--- config.mk ---
export PLATFORM = sky130hd
export DESIGN_NAME = switch_capture_flat
export DESIGN_NICKNAME = d
export VERILOG_FILES = /design/src/rtl/switch_capture_if.sv /design/src/rtl/switch_capture.sv /design/src/flat_wrapper.sv
export SDC_FILE = /design/constraint.sdc
export NUM_CORES = 1
export LEC_CHECK = 0
export CAP_MARGIN = 5
export CORE_MARGIN = 2
export CORE_UTILIZATION = 30
export CTS_CLUSTER_DIAMETER = 60
export DETAILED_ROUTE_END_ITERATION = 7
export GPL_TIMING_DRIVEN = 0
export MAX_ROUTING_LAYER = met4
export PLACE_DENSITY_LB_ADDON = 0.25
export SYNTH_ARGS = -nofsm -noshare
export SYNTH_HDL_FRONTEND = slang
export SYNTH_SLANG_ARGS = --single-unit
--- constraint.sdc ---
create_clock -name clk -period 2.3 [get_ports clk]
set_clock_uncertainty 0.05 [all_clocks]
set_input_delay 0.69 -clock clk [delete_from_list [all_inputs] [get_ports clk]]
set_output_delay 0.69 -clock clk [all_outputs]
set_load 0.01 [all_outputs]
--- src/rtl/switch_capture_if.sv ---
// ---------------------------------------------------------------------------
// switch_capture_if
//   Groups the board-side inputs and the display-side outputs of
//   switch_capture.
//   sw        8  raw slide switches (asynchronous)
//   btnLoad   1  raw LOAD push-button, active-high
//   btnClr    1  raw CLEAR push-button, active-high
//   dataOut   8  captured word for the display's dataIn
//   dataValid 1  one-cycle pulse when dataOut takes a new value
//   loadCount 4  accepted LOAD presses, mod 16
//   master: drives the raw inputs and observes the outputs (board / bench)
//   slave : the capture stage itself
// ---------------------------------------------------------------------------
interface switch_capture_if;
   logic [7:0] sw;
   logic       btnLoad;
   logic       btnClr;
   logic [7:0] dataOut;
   logic       dataValid;
   logic [3:0] loadCount;

   modport master (output sw, btnLoad, btnClr,
                   input  dataOut, dataValid, loadCount);
   modport slave  (input  sw, btnLoad, btnClr,
                   output dataOut, dataValid, loadCount);
endinterface

--- src/rtl/switch_capture.sv ---
// ---------------------------------------------------------------------------
// switch_capture
//   Input stage of the rotating display. The raw switches and the LOAD and
//   CLEAR buttons are synchronised. Each button is debounced and
//   edge-detected. A LOAD press latches the switches into dataOut. A CLEAR
//   press zeroes dataOut. If both presses land on the same edge, CLEAR wins.
//   dataOut holds between presses.
//
//   Ports:
//     clk  in  system clock
//     rst  in  synchronous, active-high reset
//     bus  switch_capture_if.slave (sw, btnLoad, btnClr in;
//          dataOut, dataValid, loadCount out)
//
//   Parameters:
//     DBWIDTH  debounce counter width. A debounced value follows its input
//              after 2**DBWIDTH consecutive differing edges.
//
//   Build option:
//     SWITCH_DEBOUNCE_EN  when defined, every switch bit is debounced like
//                         a button and LOAD captures the debounced value.
//                         Otherwise LOAD captures the synchronised switches.
//
//   Latency from a clean LOAD rise to the new dataOut is 2 + 2**DBWIDTH + 2
//   edges: 2 sync, 2**DBWIDTH debounce, 1 registered press, 1 capture.
// ---------------------------------------------------------------------------

// ---------------------------------------------------------------------------
// switch_capture_db
//   Single-bit debouncer.
//     sync_i    synchronised input
//     stable_o  debounced value
//   The counter only runs while the input differs from the stable value.
//   Any sample that agrees with the stable value restarts the count.
// ---------------------------------------------------------------------------
module switch_capture_db #(
   parameter int DBWIDTH = 16
) (
   input  logic clk,
   input  logic rst,
   input  logic sync_i,
   output logic stable_o
);
   logic [DBWIDTH-1:0] cnt_q, cnt_d;
   logic               stab_q, stab_d;

   always_comb begin
      cnt_d  = cnt_q;
      stab_d = stab_q;
      if (sync_i == stab_q) begin
         cnt_d = '0;
      end else if (&cnt_q) begin
         // This is the 2**DBWIDTH-th consecutive differing edge.
         stab_d = sync_i;
         cnt_d  = '0;
      end else begin
         cnt_d = cnt_q + DBWIDTH'(1);
      end
   end

   always_ff @(posedge clk) begin
      if (rst) begin
         cnt_q  <= '0;
         stab_q <= 1'b0;
      end else begin
         cnt_q  <= cnt_d;
         stab_q <= stab_d;
      end
   end

   assign stable_o = stab_q;
endmodule

module switch_capture #(
   parameter int DBWIDTH = 16
) (
   input logic              clk,
   input logic              rst,
   switch_capture_if.slave  bus
);
   localparam int NRAW = 10;   // 8 switches + LOAD + CLEAR

   // Two-flop synchroniser on every raw input.
   // Bit layout: [9] CLEAR, [8] LOAD, [7:0] switches.
   logic [NRAW-1:0] meta_q, sync_q;
   logic [NRAW-1:0] raw;

   assign raw = {bus.btnClr, bus.btnLoad, bus.sw};

   always_ff @(posedge clk) begin
      if (rst) begin
         meta_q <= '0;
         sync_q <= '0;
      end else begin
         meta_q <= raw;
         sync_q <= meta_q;
      end
   end

   // Button debounce: index 0 is LOAD, index 1 is CLEAR.
   logic [1:0] btn_stab;

   for (genvar b = 0; b < 2; b++) begin : g_btn_db
      switch_capture_db #(.DBWIDTH(DBWIDTH)) u_db (
         .clk      (clk),
         .rst      (rst),
         .sync_i   (sync_q[8+b]),
         .stable_o (btn_stab[b])
      );
   end

   // Switch value that LOAD captures.
   logic [7:0] sw_use;

`ifdef SWITCH_DEBOUNCE_EN
   for (genvar i = 0; i < 8; i++) begin : g_sw_db
      switch_capture_db #(.DBWIDTH(DBWIDTH)) u_db (
         .clk      (clk),
         .rst      (rst),
         .sync_i   (sync_q[i]),
         .stable_o (sw_use[i])
      );
   end
`else
   assign sw_use = sync_q[7:0];
`endif

   // Rising-edge detect on the debounced buttons. The press is registered,
   // so capture happens one edge after the press is seen. Holding a button
   // yields one press. Releasing it yields none.
   logic [1:0] prev_q, press_q;

   always_ff @(posedge clk) begin
      if (rst) begin
         prev_q  <= '0;
         press_q <= '0;
      end else begin
         prev_q  <= btn_stab;
         press_q <= btn_stab & ~prev_q;
      end
   end

   // Capture stage.
   logic [7:0] data_q, data_d;
   logic       vld_q, vld_d;
   logic [3:0] cnt_q, cnt_d;

   always_comb begin
      data_d = data_q;
      cnt_d  = cnt_q;
      vld_d  = 1'b0;
      if (press_q[1]) begin
         // CLEAR takes priority over a simultaneous LOAD.
         // loadCount does not change on a CLEAR.
         data_d = '0;
         vld_d  = 1'b1;
      end else if (press_q[0]) begin
         data_d = sw_use;
         cnt_d  = cnt_q + 4'd1;   // wraps 15 -> 0
         vld_d  = 1'b1;
      end
   end

   always_ff @(posedge clk) begin
      if (rst) begin
         data_q <= '0;
         vld_q  <= 1'b0;
         cnt_q  <= '0;
      end else begin
         data_q <= data_d;
         vld_q  <= vld_d;
         cnt_q  <= cnt_d;
      end
   end

   assign bus.dataOut   = data_q;
   assign bus.dataValid = vld_q;
   assign bus.loadCount = cnt_q;
endmodule

--- src/flat_wrapper.sv ---
// flat-port wrapper written by rule: the top's interface ports become plain ports
module switch_capture_flat 
#(
   parameter int DBWIDTH = 16
)
  (clk, rst, bus_sw, bus_btnLoad, bus_btnClr, bus_dataOut, bus_dataValid, bus_loadCount);
  switch_capture_if bus_i ();
  input logic clk;
  input logic rst;
  input wire logic [$bits(bus_i.sw)-1:0] bus_sw;
  input wire logic [$bits(bus_i.btnLoad)-1:0] bus_btnLoad;
  input wire logic [$bits(bus_i.btnClr)-1:0] bus_btnClr;
  output wire logic [$bits(bus_i.dataOut)-1:0] bus_dataOut;
  output wire logic [$bits(bus_i.dataValid)-1:0] bus_dataValid;
  output wire logic [$bits(bus_i.loadCount)-1:0] bus_loadCount;
  assign bus_i.sw = bus_sw;
  assign bus_i.btnLoad = bus_btnLoad;
  assign bus_i.btnClr = bus_btnClr;
  assign bus_dataOut = bus_i.dataOut;
  assign bus_dataValid = bus_i.dataValid;
  assign bus_loadCount = bus_i.loadCount;
  switch_capture #(.DBWIDTH(DBWIDTH)) u_core (.clk(clk), .rst(rst), .bus(bus_i));
endmodule
==> out/metrics.yaml <==
floorplan:
  rows: 33
  core-area_sq_um: 8260
  die_area_sq_um: 9300
  die_w_um: 96.4
  start_util: 0.310
  die_h_um: 96.4
  io_pins: 25
timing:
  setup-tns-final_ps: 0
  relSlewSlack: 0.555
  slew_violations: 0
  setup_viol: 0
  fmax_ghz: 0.493
  hold_slack_ps: 337
  finalCritPeriodShare: 0.883
  tightest_slew_ps: 667
  finalHoldViolations: 0
  rsz0062_at_grt: "false"
  fin_crit_ps: 2030
run_status:
  status: "finished clean"
min_path:
  worst_hold_path_type: "flop to flop"
clocking:
  cts.path.max_buffers: 2
  clk_latency_ps: 330
  clkSinkCount: 71
  htreeDepth: 3
  postCtsHoldBufs: 0
  cts_tree: "built"
  post-cts-setup-buffers: 0
  cts-root-buf: "clkbuf_8"
  cts_buffers: 9
  path_clk_slew_ps: 70
  cts_resized: 0
placement:
  port_buffers: 24
  place_inst: 390
  placed_area_sq_um: 2930
  gp_congestion: 0.756
  hpwl_um: 2880
setup_path:
  path_cells: "clkdlybuf4s50_1"
  worstSetupStartpointType: "flop"
  cp_num_buf_inv: 1
  crit_path_end_kind: "output pin"
  crit_type: "flop to output pin"
  crit_path_top_delay_cell: "clkdlybuf4s50_1"
  required_ps: 1560
  cp_slowest_stage_delay_ps: 570
  path_max_fanout: 4
  crit_family: "buffers and inverters"
  crit_arrival_ps: 1290
route:
  totalWireLength_um: 4180
  viasPerCell: 4.38
  vias: 1775
  highest_layer: "met4"
  antenna_left: 0
  drt_iter0_markers: 50
  drt_first_pass_iters: 5
  dr_wl_met2_um: 1870
  wire_per_inst_um: 10.3
  drc: 0
  wl_met3_um: 119
  wl_met1_um: 2090
global_routing:
  grt-ovfl-total: 0
  grtUsageTotal: 0.104
  grt_pass1_vias: 1608
  grt_pass1_wl_um: 7120
  antenna_found_initial: 0
  grt_max_degree: 13
synth:
  netlist_area_sq_um: 2560
  syn_nets: 276
  yosysSeqAreaShare: 0.555
  yosysUniqueCellTypes: 27
  yosys_warnings: 0
  synth_area_leaders: "dfxtp_1 (55%), nor2_1 (7.5%), xnor2_1 (6.8%)"
  yosysTopAreaCellShare: 0.555
  synth-seq-cells: 71
  netlist.top_cell.by_area: "dfxtp_1"
  syn_inst: 261
  postSynthAreaPerCell_sq_um: 9.82
layout:
  fin_nets: 311
  insertedDiodeCount: 0
  mostFrequentLayoutCells: "dfxtp_1 (71), nor2_1 (51), clkdlybuf4s50_1 (24)"
  final_common_cell: "dfxtp_1"
  finalInstanceArea_sq_um: 3170
  drive_above_1_share: 0.0733
  layout.cells.non_filler: 405
  area_growth_pct: 23.6
power:
  cellPowerDensity_nw_per_um2: 776
  p_leak_uw: 0.00108
  vdd_ir_drop_max_mv: 0.464
flow_run:
  cap_violations: 0
## cell families after synthesis
group                    Yosys count  synth area share
flip-flops                        71             0.555
XOR/XNOR                          31             0.106
AO/OA/AOI/OAI                      8            0.0205
AND/OR/NAND/NOR                  123             0.243
buffers and inverters             15            0.0225
multiplexers                      10            0.0391
adder cells (fa/ha/maj)            3            0.0146
## layer usage
layer	GRT usage	vias to the layer above
met5	-	-
met4	0.0610	0
met3	0.0287	11
met2	0.150	28
met1	0.129	798
li1	-	938
## layout make-up
type | instances | area [sq um]
fill | 844 | 5090
tap | 105 | 131
clock inverter | 6 | 109
sequential | 71 | 1420
clock buffer | 9 | 124
timing repair buffer | 24 | 240
buffer | 7 | 27.5
multi-input combinational | 175 | 1080
inverter | 8 | 30.0
## metrics by stage
stage / power, uW / util / setup WS (ps)
floorplan: 1300 / - / 604
global placement: 1330 / 0.355 / -50.7
detailed placement: 1330 / 0.355 / -65.5
CTS: 2500 / 0.383 / 243
global route: 2570 / 0.383 / 126
finish: 2460 / 0.383 / 270
## path summary, 6_finish.rpt
| path | from | end | depth (start not counted) | slack, ps |
|---|---|---|---|---|
| worst max-delay path | u_core.bus.loadCount[0] | bus_loadCount[0] | 1 | 270 |
| worst min register to register | u_core.prev_q[1] | u_core.press_q[1] | 1 | 340 |
| worst max register to register | u_core.g_btn_db[0].u_db.cnt_q[0] | u_core.g_btn_db[0].u_db.cnt_q[11] | 6 | 320 |
| worst min-delay path | u_core.prev_q[1] | u_core.press_q[1] | 1 | 340 |
## power breakdown
part | total, uW | internal [uW] | switching, uW
Sequential | 1250 | 1250 | 4.68
Clock | 1160 | 714 | 442
Combinational | 51.9 | 29.2 | 22.8
## synthesized netlist by cell type
| library cell | n |
|---|---|
| a21oi_1 | 3 |
| a31o_2 | 2 |
| a41o_1 | 1 |
| and3_1 | 1 |
| and4_1 | 1 |
| and4_2 | 1 |
| buf_1 | 1 |
| buf_2 | 1 |
| clkbuf_1 | 5 |
| dfxtp_1 | 71 |
| ha_1 | 3 |
| inv_1 | 8 |
| mux2i_1 | 10 |
| nand2_1 | 10 |
| nand3_1 | 10 |
| nand4_1 | 10 |
| nand4_4 | 1 |
| nor2_1 | 51 |
| nor2b_1 | 23 |
| nor3_1 | 7 |
| nor4_1 | 5 |
| o21ai_0 | 2 |
| or2_2 | 1 |
| or3_1 | 1 |
| or4_4 | 1 |
| xnor2_1 | 20 |
| xor2_1 | 11 |
## registers in the layout, indices dropped and copies added (netlist names)
register                       cells
u_core.g_btn_db.u_db.stable_o      2
u_core.bus.loadCount               4
u_core.press_q                     2
u_core.g_btn_db.u_db.cnt_q        32
u_core.bus.dataOut                 8
u_core.prev_q                      2
u_core.bus.dataValid               1
u_core.meta_q                     10
u_core.sync_q                     10
Power figures use the tool's default switching activity.
